## config.mk

```make
export PLATFORM = sky130hd
export DESIGN_NAME = param_computational_unit
export DESIGN_NICKNAME = d
export VERILOG_FILES = /design/src/rtl/param_computational_unit.sv
export SDC_FILE = /design/constraint.sdc
export NUM_CORES = 1
export LEC_CHECK = 0
export CAP_MARGIN = 20
export CORE_MARGIN = 1.5
export CORE_UTILIZATION = 35
export CTS_BUF_LIST = sky130_fd_sc_hd__clkbuf_16
export CTS_CLUSTER_DIAMETER = 100
export CTS_CLUSTER_SIZE = 28
export DETAILED_ROUTE_END_ITERATION = 16
export HOLD_SLACK_MARGIN = 0.12
export PLACE_DENSITY = 0.55
export SKIP_CTS_REPAIR_TIMING = 1
export SYNTH_ARGS = -nofsm -noshare
export SYNTH_HDL_FRONTEND = slang
export SYNTH_SLANG_ARGS = --single-unit
```

## constraint.sdc

```tcl
create_clock -name clk -period 21.9 [get_ports clk]
set_input_delay 4.38 -clock clk [delete_from_list [all_inputs] [get_ports clk]]
set_output_delay 4.38 -clock clk [all_outputs]
set_load 0.02 [all_outputs]
```

## src/rtl/param_computational_unit.sv

```systemverilog
// Parametrised nibble-processor datapath: register file, ALU, result register r with
// flags, and an optional shift-add multiplier that holds busy while it iterates.
module param_computational_unit #(
    parameter int DW      = 8,
    parameter int MUL_SEQ = 1
) (
    input  logic          clk,
    input  logic          sync_reset,
    input  logic          x_sel,
    input  logic          y_sel,
    input  logic          i_sel,
    input  logic [3:0]    source_sel,
    input  logic [3:0]    ir_nibble,
    input  logic [DW-1:0] imm,
    input  logic [DW-1:0] dm,
    input  logic [DW-1:0] i_pins,
    input  logic [8:0]    reg_en,
    output logic [DW-1:0] data_bus,
    output logic [DW-1:0] x0,
    output logic [DW-1:0] x1,
    output logic [DW-1:0] y0,
    output logic [DW-1:0] y1,
    output logic [DW-1:0] m,
    output logic [DW-1:0] i,
    output logic [DW-1:0] r,
    output logic [DW-1:0] o_reg,
    output logic          r_eq_0,
    output logic          r_carry,
    output logic          r_neg,
    output logic          busy,
    output logic [0:0]    dbg_state_o
);
    localparam int CW = $clog2(DW);
    localparam logic [0:0] ST_IDLE = 1'b0;
    localparam logic [0:0] ST_MUL  = 1'b1;

    logic [DW-1:0]   x0_q, x0_d, x1_q, x1_d, y0_q, y0_d, y1_q, y1_d;
    logic [DW-1:0]   m_q, m_d, i_q, i_d, r_q, r_d, o_q, o_d;
    logic            eq_q, eq_d, carry_q, carry_d, neg_q, neg_d;
    logic [0:0]      st_q, st_d;
    logic [CW-1:0]   cnt_q, cnt_d;
    logic [2*DW-1:0] mcand_q, mcand_d, acc_q, acc_d, acc_step;
    logic [DW-1:0]   mplier_q, mplier_d;
    logic            hi_q, hi_d;

    logic [DW-1:0]   x_op, y_op, alu_res, status, mul_res;
    logic [DW:0]     sum, diff;
    logic [2*DW-1:0] prod;
    logic [2:0]      fn;
    logic            is_mul, is_noop;
    logic            unused_en;

    assign unused_en = reg_en[7];

    assign x0 = x0_q;
    assign x1 = x1_q;
    assign y0 = y0_q;
    assign y1 = y1_q;
    assign m = m_q;
    assign i = i_q;
    assign r = r_q;
    assign o_reg = o_q;
    assign r_eq_0 = eq_q;
    assign r_carry = carry_q;
    assign r_neg = neg_q;
    assign busy = (st_q == ST_MUL);
    assign dbg_state_o = st_q;

    assign x_op = x_sel ? x1_q : x0_q;
    assign y_op = y_sel ? y1_q : y0_q;
    assign sum  = {1'b0, x_op} + {1'b0, y_op};
    // Borrow falls out as the MSB of the zero-extended difference.
    assign diff = {1'b0, x_op} - {1'b0, y_op};
    assign prod = {{DW{1'b0}}, x_op} * {{DW{1'b0}}, y_op};
    assign fn = ir_nibble[2:0];
    assign is_mul = (fn == 3'b011) || (fn == 3'b100);
    assign is_noop = ir_nibble[3] && ((fn == 3'b000) || (fn == 3'b111));

    always_comb begin
        status = '0;
        status[3:0] = {busy, neg_q, carry_q, eq_q};
    end

    always_comb begin
        alu_res = '0;
        case (fn)
            3'b000: alu_res = '0 - x_op;
            3'b001: alu_res = diff[DW-1:0];
            3'b010: alu_res = sum[DW-1:0];
            3'b011: alu_res = prod[2*DW-1:DW];
            3'b100: alu_res = prod[DW-1:0];
            3'b101: alu_res = x_op ^ y_op;
            3'b110: alu_res = x_op & y_op;
            default: alu_res = ~x_op;
        endcase
    end

    always_comb begin
        data_bus = '0;
        case (source_sel)
            4'd0: data_bus = x0_q;
            4'd1: data_bus = x1_q;
            4'd2: data_bus = y0_q;
            4'd3: data_bus = y1_q;
            4'd4: data_bus = r_q;
            4'd5: data_bus = m_q;
            4'd6: data_bus = i_q;
            4'd7: data_bus = dm;
            4'd8: data_bus = imm;
            4'd9: data_bus = i_pins;
            4'd10: data_bus = status;
            default: data_bus = '0;
        endcase
    end

    assign acc_step = acc_q + (mplier_q[0] ? mcand_q : '0);
    assign mul_res = hi_q ? acc_step[2*DW-1:DW] : acc_step[DW-1:0];

    always_comb begin
        x0_d = reg_en[0] ? data_bus : x0_q;
        x1_d = reg_en[1] ? data_bus : x1_q;
        y0_d = reg_en[2] ? data_bus : y0_q;
        y1_d = reg_en[3] ? data_bus : y1_q;
        m_d  = reg_en[5] ? data_bus : m_q;
        o_d  = reg_en[8] ? data_bus : o_q;
        i_d  = i_q;
        if (reg_en[6]) begin
            i_d = i_sel ? (i_q + m_q) : data_bus;
        end
        r_d = r_q;
        eq_d = eq_q;
        carry_d = carry_q;
        neg_d = neg_q;
        st_d = st_q;
        cnt_d = cnt_q;
        mcand_d = mcand_q;
        mplier_d = mplier_q;
        acc_d = acc_q;
        hi_d = hi_q;
        if (st_q == ST_MUL) begin
            // Operands were captured at start, so register writes here cannot disturb them.
            acc_d = acc_step;
            mcand_d = mcand_q << 1;
            mplier_d = mplier_q >> 1;
            cnt_d = cnt_q + 1'b1;
            if (cnt_q == CW'(DW - 1)) begin
                st_d = ST_IDLE;
                r_d = mul_res;
                eq_d = (mul_res == '0);
                neg_d = mul_res[DW-1];
            end
        end else if (reg_en[4] && !is_noop) begin
            if (is_mul && (MUL_SEQ != 0)) begin
                st_d = ST_MUL;
                cnt_d = '0;
                mcand_d = {{DW{1'b0}}, x_op};
                mplier_d = y_op;
                acc_d = '0;
                hi_d = (fn == 3'b011);
            end else begin
                r_d = alu_res;
                eq_d = (alu_res == '0);
                neg_d = alu_res[DW-1];
                if (fn == 3'b010) begin
                    carry_d = sum[DW];
                end else if (fn == 3'b001) begin
                    carry_d = diff[DW];
                end
            end
        end
    end

    always_ff @(posedge clk) begin
        if (sync_reset) begin
            x0_q <= '0;
            x1_q <= '0;
            y0_q <= '0;
            y1_q <= '0;
            m_q <= '0;
            i_q <= '0;
            r_q <= '0;
            o_q <= '0;
            eq_q <= 1'b1;
            carry_q <= 1'b0;
            neg_q <= 1'b0;
            st_q <= ST_IDLE;
            cnt_q <= '0;
            mcand_q <= '0;
            mplier_q <= '0;
            acc_q <= '0;
            hi_q <= 1'b0;
        end else begin
            x0_q <= x0_d;
            x1_q <= x1_d;
            y0_q <= y0_d;
            y1_q <= y1_d;
            m_q <= m_d;
            i_q <= i_d;
            r_q <= r_d;
            o_q <= o_d;
            eq_q <= eq_d;
            carry_q <= carry_d;
            neg_q <= neg_d;
            st_q <= st_d;
            cnt_q <= cnt_d;
            mcand_q <= mcand_d;
            mplier_q <= mplier_d;
            acc_q <= acc_d;
            hi_q <= hi_d;
        end
    end
endmodule

```

Yosys cells after proc, flatten, opt, wreduce, memory -nomap -nowiden
Index checks and enable logic that the tools add are counted.

word-level totals
  register bits = 112
  input bits = 46
  output and inout bits = 77
  word-level logic and storage cells = 106

cells by class
  add/sub/neg operators = 6
  multipliers = 1
  eq/ne operators = 20
  muxes and demuxes = 37
  bitwise operators = 5
  reduce and logical (&&, ||, !) cells = 18

operator list
  operator                                                           number
  16-bit two-way mux                                                 7
  8-bit one-hot mux with 11 select lines                             1
  8-bit two-way mux                                                  8
  8-bit one-hot mux with 7 select lines                              1
  7-bit two-way mux                                                  3
  16-bit adder                                                       1
  4-bit by 3-bit == test with 1-bit output, second input constant    4
  8-bit zero test                                                    2
  8-bit by 8-bit multiplier with 16-bit output                       1
  3-bit == test, second input constant                               5
  1-bit two-way mux                                                  14
  4-bit == test, second input constant                               3
  8-bit by 8-bit adder with 9-bit output                             1
  3-bit two-way mux                                                  3
  8-bit by 8-bit subtractor with 9-bit output                        1
  8-bit adder                                                        1
  8-bit bitwise AND                                                  1
  4-bit by 2-bit == test with 1-bit output, second input constant    2
  8-bit NOT                                                          1
  1-bit by 8-bit subtractor with 8-bit output, first input constant  1
  8-bit XOR                                                          1
  3-bit by 2-bit == test with 1-bit output, second input constant    2
  3-bit AND reduction                                                2
  2-bit nonzero test                                                 3
  other kinds (14)                                                   18

Depth between registers and ports, before layout
Gate-level depths: netlist of the first run.

  depth after elaboration = 7
  gate-level depth with buffers = 22
  depth with buffers taken out = 21

Least setup slack after synthesis of the first run
Ideal clock, no wire load.

  path kind = input to output
  start point = input port source_sel[1]
  end point = output port data_bus[0]
  arrival time = 6.145 ns
  required time = 17.520 ns
  slack = 11.375 ns
  cell stages on the path = 8
  path buffers = 2
  path through = clkbuf_1 buf_2 mux2i_1 nor2_1 a21oi_1 o22ai_1 a221oi_1 inv_1

between the ends
  longest elaborated chain between the ends = 2
  elaborated cells between the ends (all ways) = 12
  those cells by class = eq/ne: 10; mux: 1; reduce/logical: 1

ends and longest elaborated chain
  what                                         line  text
  from (decl)                                  12    input logic [3:0] source_sel,
  4-bit == test, or another cell as far along  100   case (source_sel)
  8-bit one-hot mux with 11 select lines (*)   100
  to (decl)                                    18    output logic [DW-1:0] data_bus,

Every way passes the cells marked *; elsewhere a longest branch is shown, timed or not.

Worst setup path after layout of the first run
  start point = input port source_sel[2]
  end point = output port data_bus[1]

Same word-level chain as after synthesis.

==> results of run 1 <==
## Yosys cell counts (all sizes together) (11+ instances only)
master	n	area [um2]
xor2	12	105.1
clkbuf	50	187.7
buf	21	123.9
a22oi	12	90.09
dfxtp	111	2222
and3	22	137.6
nor2	195	732.0
xnor2	24	210.2
nor2b	14	87.58
ha	77	963.4
fa	40	800.8
inv	92	345.3
mux2i	45	490.5
o21ai	46	230.2
nand3	24	120.1
and2	21	133.9
a221oi	11	108.9
nor3	22	110.1
a211oi	69	528.0
nand2	74	277.8
a21oi	97	485.5
a31oi	11	68.82
a21o	14	105.1
## cells by family (layout without fill, tap and decap cells)
family,Yosys count,in the layout,share of synthesized area (%)
AOI/OAI and AO/OA,324,324,22.24
muxes,61,61,7.579
DFF,111,111,22.81
and+or+nand+nor,411,411,19.24
buffers and inverters,164,257,6.782
adders and majority gates,117,117,18.11
xor gates and xnor gates,36,36,3.237
## path summary, 6_finish.rpt
kind / end / slack, ns / depth (start not counted)
worst min-delay path: mcand_q[6] / 0.47 / 2
worst max register to register: r_eq_0 / 15.19 / 19
worst max-delay path: data_bus[1] / 9.90 / 7
worst min register to register: mcand_q[6] / 0.47 / 2
## metrics by stage
step	cells	hold WS [ns]	util [%]	instance area, um2
3_5_place_dp	1673	0.4650	41.72	11310
4_1_cts	1688	0.4745	42.78	11590
5_1_grt	1689	0.4972	42.84	11610
2_1_floorplan	1224	0.4407	-	9741
3_3_place_gp	1673	0.4578	41.72	11310
6_report	1689	0.4712	42.84	11610
## power groups by stage
stage          Sequential (mW)  Combinational (mW)  Clock (mW)
2_1_floorplan            0.237               0.113           0
3_3_place_gp             0.232               0.196           0
3_5_place_dp             0.232               0.197           0
4_1_cts                  0.228               0.198       0.173
5_1_grt                  0.229               0.216       0.180
6_report                 0.228               0.198       0.169
## layout make-up
type | count | area [um2]
Timing Repair Buffer | 149 | 1426
Clock inverter | 6 | 62.56
Tap cell | 372 | 465.4
Sequential cell | 111 | 2223
Multi-Input combinational cell | 949 | 6858
Clock buffer | 9 | 225.2
Fill cell | 2769 | 15490
Inverter | 93 | 349.1
## worst min-delay path, stage by stage (launching register included)
cell	delay [ns]
dfxtp_1	0.32
nand2_1	0.06
a21oi_1	0.05
## routing by layer
layer | part of all wire, % | GRT usage (%) | wire length [um] | up-vias
met3 | 5.7 | 4.419 | 1864 | 46
met4 | 2.4 | 6.810 | 799 | 0
met1 | 46 | 31.47 | 15270 | 4428
met5 | 0 | 0 | 0 | -
met2 | 46 | 37.74 | 15030 | 271
li1 | - | - | - | 4517
==> impl_metrics.csv, run 1 <==
group,metric,value,unit
logic_synthesis,netlist_area,0.009741,mm2
routing,viasPerCell,5.484,
sta,setup_viol,0,
setup_path,timing.critical_path.slowest_stage_cell,"clkdlybuf4s50_1",
setup_path,crit_path_max_fanout,21,
setup_path,end_kind,"primary output",
die,core,0.02710,mm2
sta,hold_viol,0,
power,pwr-share-seq,38.3,%
power,ir_drop,0.03139,mV
setup_path,critPathArrivalTime,7.62,ns
routing,wl_per_cell,19.52,um
final_layout,diodes,0,
die,io_pins,123,
run_status,status,"completed",
final_layout,layout_common_cells,"195 x nor2_1, 120 x clkdlybuf4s50_1, 110 x dfxtp_1, 97 x a21oi_1, 88 x inv_1",
final_layout,mostFrequentLayoutCell,"nor2_1",
routing,final_antenna_net_count,0,
logic_synthesis,ys_ff_latch,111,
routing,wl,32970,um
clocking,numCtsBuffers,9,
final_layout,synthToLayoutAreaGrowth,19.19,%
clocking,clock-sinks,111,
final_layout,drive_gt1_share,6.150,%
min_path,min_path_type,"reg -> reg",
place,dp_hpwl,24400,um
logic_synthesis,synth_warnings,0,
final_layout,top_regs,"acc_q: 16 flops, mcand_q: 16 flops",
setup_path,cp_top_family,"buffers and inverters",
place,place_congestion,0.8989,
setup_path,required,17.52,ns
setup_path,cp-start-kind,"input port",
global_routing,grt_pass1_vias,9034,
place,post-place-ws,10.02,ns
sta,relSlewSlack,34.62,%
global_routing,grt_first_pass_wirelength,52050,um
power,p_total,0.5948,mW
power,power_density,51.23,mW/mm2
die,die_h,169.8,um
sta,tns,0,ns
clocking,htreeDepth,3,
min_path,min_from,"mcand_q[5]",
job,cap_violations,0,
power,total_leakage_power,5.014,nW
place,portBuffers,121,
global_routing,grt.overflow.total,0,
sta,period_share,54.82,%
routing,drt_iter0_drc,634,
setup_path,crit_buf_inv,3,
clocking,clockRootBuffer,"clkbuf_16",
clocking,clk_latency,0.36,ns
die,die_x,169.8,um
logic_synthesis,synth_flop_cell,"dfxtp_1",
routing,vias,9262,
global_routing,grt_start_max_net_pins,80,
logic_synthesis,postSynthAreaPerCell,7.958,um2
power,swShare,35.87,%
power,clockPowerShare,28.4,%
die,die-area,0.02884,mm2
die,rows,60,
sta,tightest_slew,0.9807,ns
sta,fmax,83.30,MHz
sta,finalCriticalPeriod,12.00,ns
logic_synthesis,synth_edf_count,0,
logic_synthesis,netlist_instances,1224,
global_routing,grt_usage,23.32,%
logic_synthesis,ys_async_sr_fraction,0,%
power,power.switching,0.2134,mW
logic_synthesis,yosysUniqueCellTypes,79,
setup_path,r2r-start,"x0[4]",
clocking,cts_tree,"built",
setup_path,path_cells,"clkdlybuf4s50_1 -> nor2_1 -> a221oi_1 -> a211oi_1 -> a221oi_1 -> inv_1 -> clkdlybuf4s50_1",
setup_path,criticalPathCategory,"in -> out",
die,initial_utilization,35.94,%
logic_synthesis,seq_area_frac_synth,22.81,%
power,combPwrFrac,33.3,%
routing,drc,0,
setup_path,cpPeakStageDelay,0.96,ns
sta,finalMaxSlewViolations,0,
clocking,clockBufferDepth,2,
sta,skew,0.01504,ns
routing,drt-pass1-iter-count,7,
logic_synthesis,synth_fp_nets,1387,
clocking,clk_pin_slew,0.07,ns
setup_path,startpoint,"source_sel[2]",
global_routing,antenna_found_initial,0,
final_layout,nets,1476,
sta,rsz0062_at_grt,"no",
power,p_int,0.3814,mW
sta,setup_slack,9.895,ns
(Power assumes the default switching activity.)
==> run 2: changes to the inputs <==
- PLACE_DENSITY: 0.55 -> 0.57
- clock period: 21.9 -> 9.7 ns (I/O delays scaled with it)
==> run 2 against run 1 <==
Net effect:
- first-iteration DRC count increased by 13%
- flip-flop and latch count unchanged
- clock skew increased by 0.00070 ns
- sequential share of layout area about the same
- total power increased by 120%
- non-clock buffer count increased by 1
- register-to-register slack got worse by 11 ns
- routed wire length decreased by 2.0%
- worst hold slack improved by 0.0059 ns
- largest cell class unchanged
- worst setup slack got worse by 8.5 ns
- via count increased by 0.50%
==> impl_metrics.csv, run 2 (synthesis results as in run 1) <==
group,metric,value,unit
clocking,cts_tree,"built",
global_routing,grt_first_pass_wirelength,50560,um
die,rows,60,
sta,tns,0,ns
die,initial_utilization,35.94,%
global_routing,grt.overflow.total,0,
sta,hold_viol,0,
die,die-area,0.02884,mm2
sta,relSlewSlack,24.48,%
setup_path,critPathArrivalTime,8.60,ns
global_routing,grt_start_max_net_pins,102,
routing,wl_per_cell,19.10,um
final_layout,mostFrequentLayoutCell,"nor2_1",
routing,final_antenna_net_count,0,
global_routing,grt_pass1_vias,8950,
sta,setup_viol,0,
final_layout,top_regs,"acc_q: 16 flops, mcand_q: 16 flops",
sta,setup_slack,1.406,ns
setup_path,cp-start-kind,"input port",
routing,viasPerCell,5.504,
final_layout,layout_common_cells,"195 x nor2_1, 120 x clkdlybuf4s50_1, 110 x dfxtp_1, 97 x a21oi_1, 89 x inv_1",
setup_path,end_kind,"register",
final_layout,synthToLayoutAreaGrowth,19.20,%
global_routing,antenna_found_initial,0,
power,total_leakage_power,5.019,nW
run_status,status,"completed",
sta,finalCriticalPeriod,8.294,ns
final_layout,fin_util,42.84,%
routing,vias,9308,
clocking,clock-sinks,111,
routing,wl,32300,um
sta,hold_slack,0.4771,ns
sta,rsz0062_at_grt,"no",
setup_path,criticalPathCategory,"in -> reg",
clocking,clockRootBuffer,"clkbuf_16",
global_routing,grt_usage,22.59,%
sta,finalMaxSlewViolations,0,
setup_path,crit_path_max_fanout,16,
place,post-place-ws,1.051,ns
place,place_congestion,0.9336,
setup_path,cpPeakStageDelay,1.07,ns
die,io_pins,123,
final_layout,drive_gt1_share,6.368,%
die,die_x,169.8,um
place,portBuffers,121,
routing,drt-pass1-iter-count,5,
job,cap_violations,0,
final_layout,diodes,0,
place,dp_hpwl,23960,um
setup_path,timing.critical_path.slowest_stage_cell,"clkdlybuf4s50_1",
die,core,0.02710,mm2
clocking,htreeDepth,3,
setup_path,cp_top_family,"adder cells",
sta,skew,0.01574,ns
clocking,numCtsBuffers,9,
setup_path,path_cells,"clkdlybuf4s50_1 -> mux2i_4 -> inv_1 -> ha_1 -> fa_1 -> fa_1 -> fa_1 -> inv_1 -> fa_1 -> inv_1 -> ha_1 -> o21ai_0 -> o21ai_1 -> a31oi_1 -> mux2i_1 -> o2111ai_1 -> a21boi_0 -> or4_1 -> o41a_1 -> o21ai_1",
setup_path,crit_top_cell,"fa_1",
power,power_density,114.9,mW/mm2
clocking,clockBufferDepth,2,
final_layout,nets,1477,
setup_path,crit_buf_inv,4,
die,die_h,169.8,um
min_path,min_path_type,"reg -> reg",
routing,drc,0,
clocking,clk_latency,0.37,ns
power,ir_drop,0.08109,mV
routing,drt_iter0_drc,718,
sta,fmax,120.6,MHz
sta,period_share,85.51,%
sta,tightest_slew,1.133,ns
setup_path,required,10.00,ns
clocking,clk_pin_slew,0.08,ns
run 2: changes by cell type in the layout (fill, tap and decap cells not counted), sizes merged:
cell	change
inv	+2
buf	+1
bufinv	-1
run 2: area by class of cell:
type	count	area (um2)
Clock buffer	9	225.2
Fill cell	2780	15490
Timing Repair Buffer	150	1426
Inverter	93	349.1
Multi-Input combinational cell	949	6862
Tap cell	372	465.4
Clock inverter	7	60.06
Sequential cell	111	2223
run 2: final timing paths:
path	startpoint	endpoint	slack [ns]	cells past startpoint
min reg2reg	mcand_q[5]	mcand_q[6]	0.48	2
min	mcand_q[5]	mcand_q[6]	0.48	2
max reg2reg	x0[4]	r_eq_0	3.74	19
max	x_sel	r_eq_0	1.41	20
run 2: routing by layer:
layer	part of all wire, %	track usage (%)
met5	0	0
met1	46	30.40
met2	46	36.78
met3	5.3	3.907
met4	2.7	7.003
run 2: where the power goes:
group	total (mW)	internal (mW)	switching, mW
combinational	0.443	0.181	0.262
sequential	0.515	0.480	0.0345
clock	0.377	0.179	0.198
run 2: worst register-to-register path, delay by kind of cell (launching register included):
kind | cells | cell delay (ns)
AND/OR/NAND/NOR | 2 | 0.61
adder cells (fa/ha/maj) | 6 | 2.77
multiplexers | 2 | 0.35
AO/OA/AOI/OAI | 6 | 1.27
buffers and inverters | 3 | 0.34
flip-flops | 1 | 0.56
run 2: metrics by stage:
stage               std cells  area, um2  total power [mW]
finish                   1691      11610             1.334
global route             1691      11610             1.404
CTS                      1691      11610             1.341
detailed placement       1675      11330            0.9639
global placement         1675      11330            0.9617
floorplan                1224       9741            0.7900
==> run 3: changes to the inputs <==
- ABC_AREA: default -> 0
==> results of run 3 <==
Same layout as run 2: the final DEF is identical, and so are final timing and power.
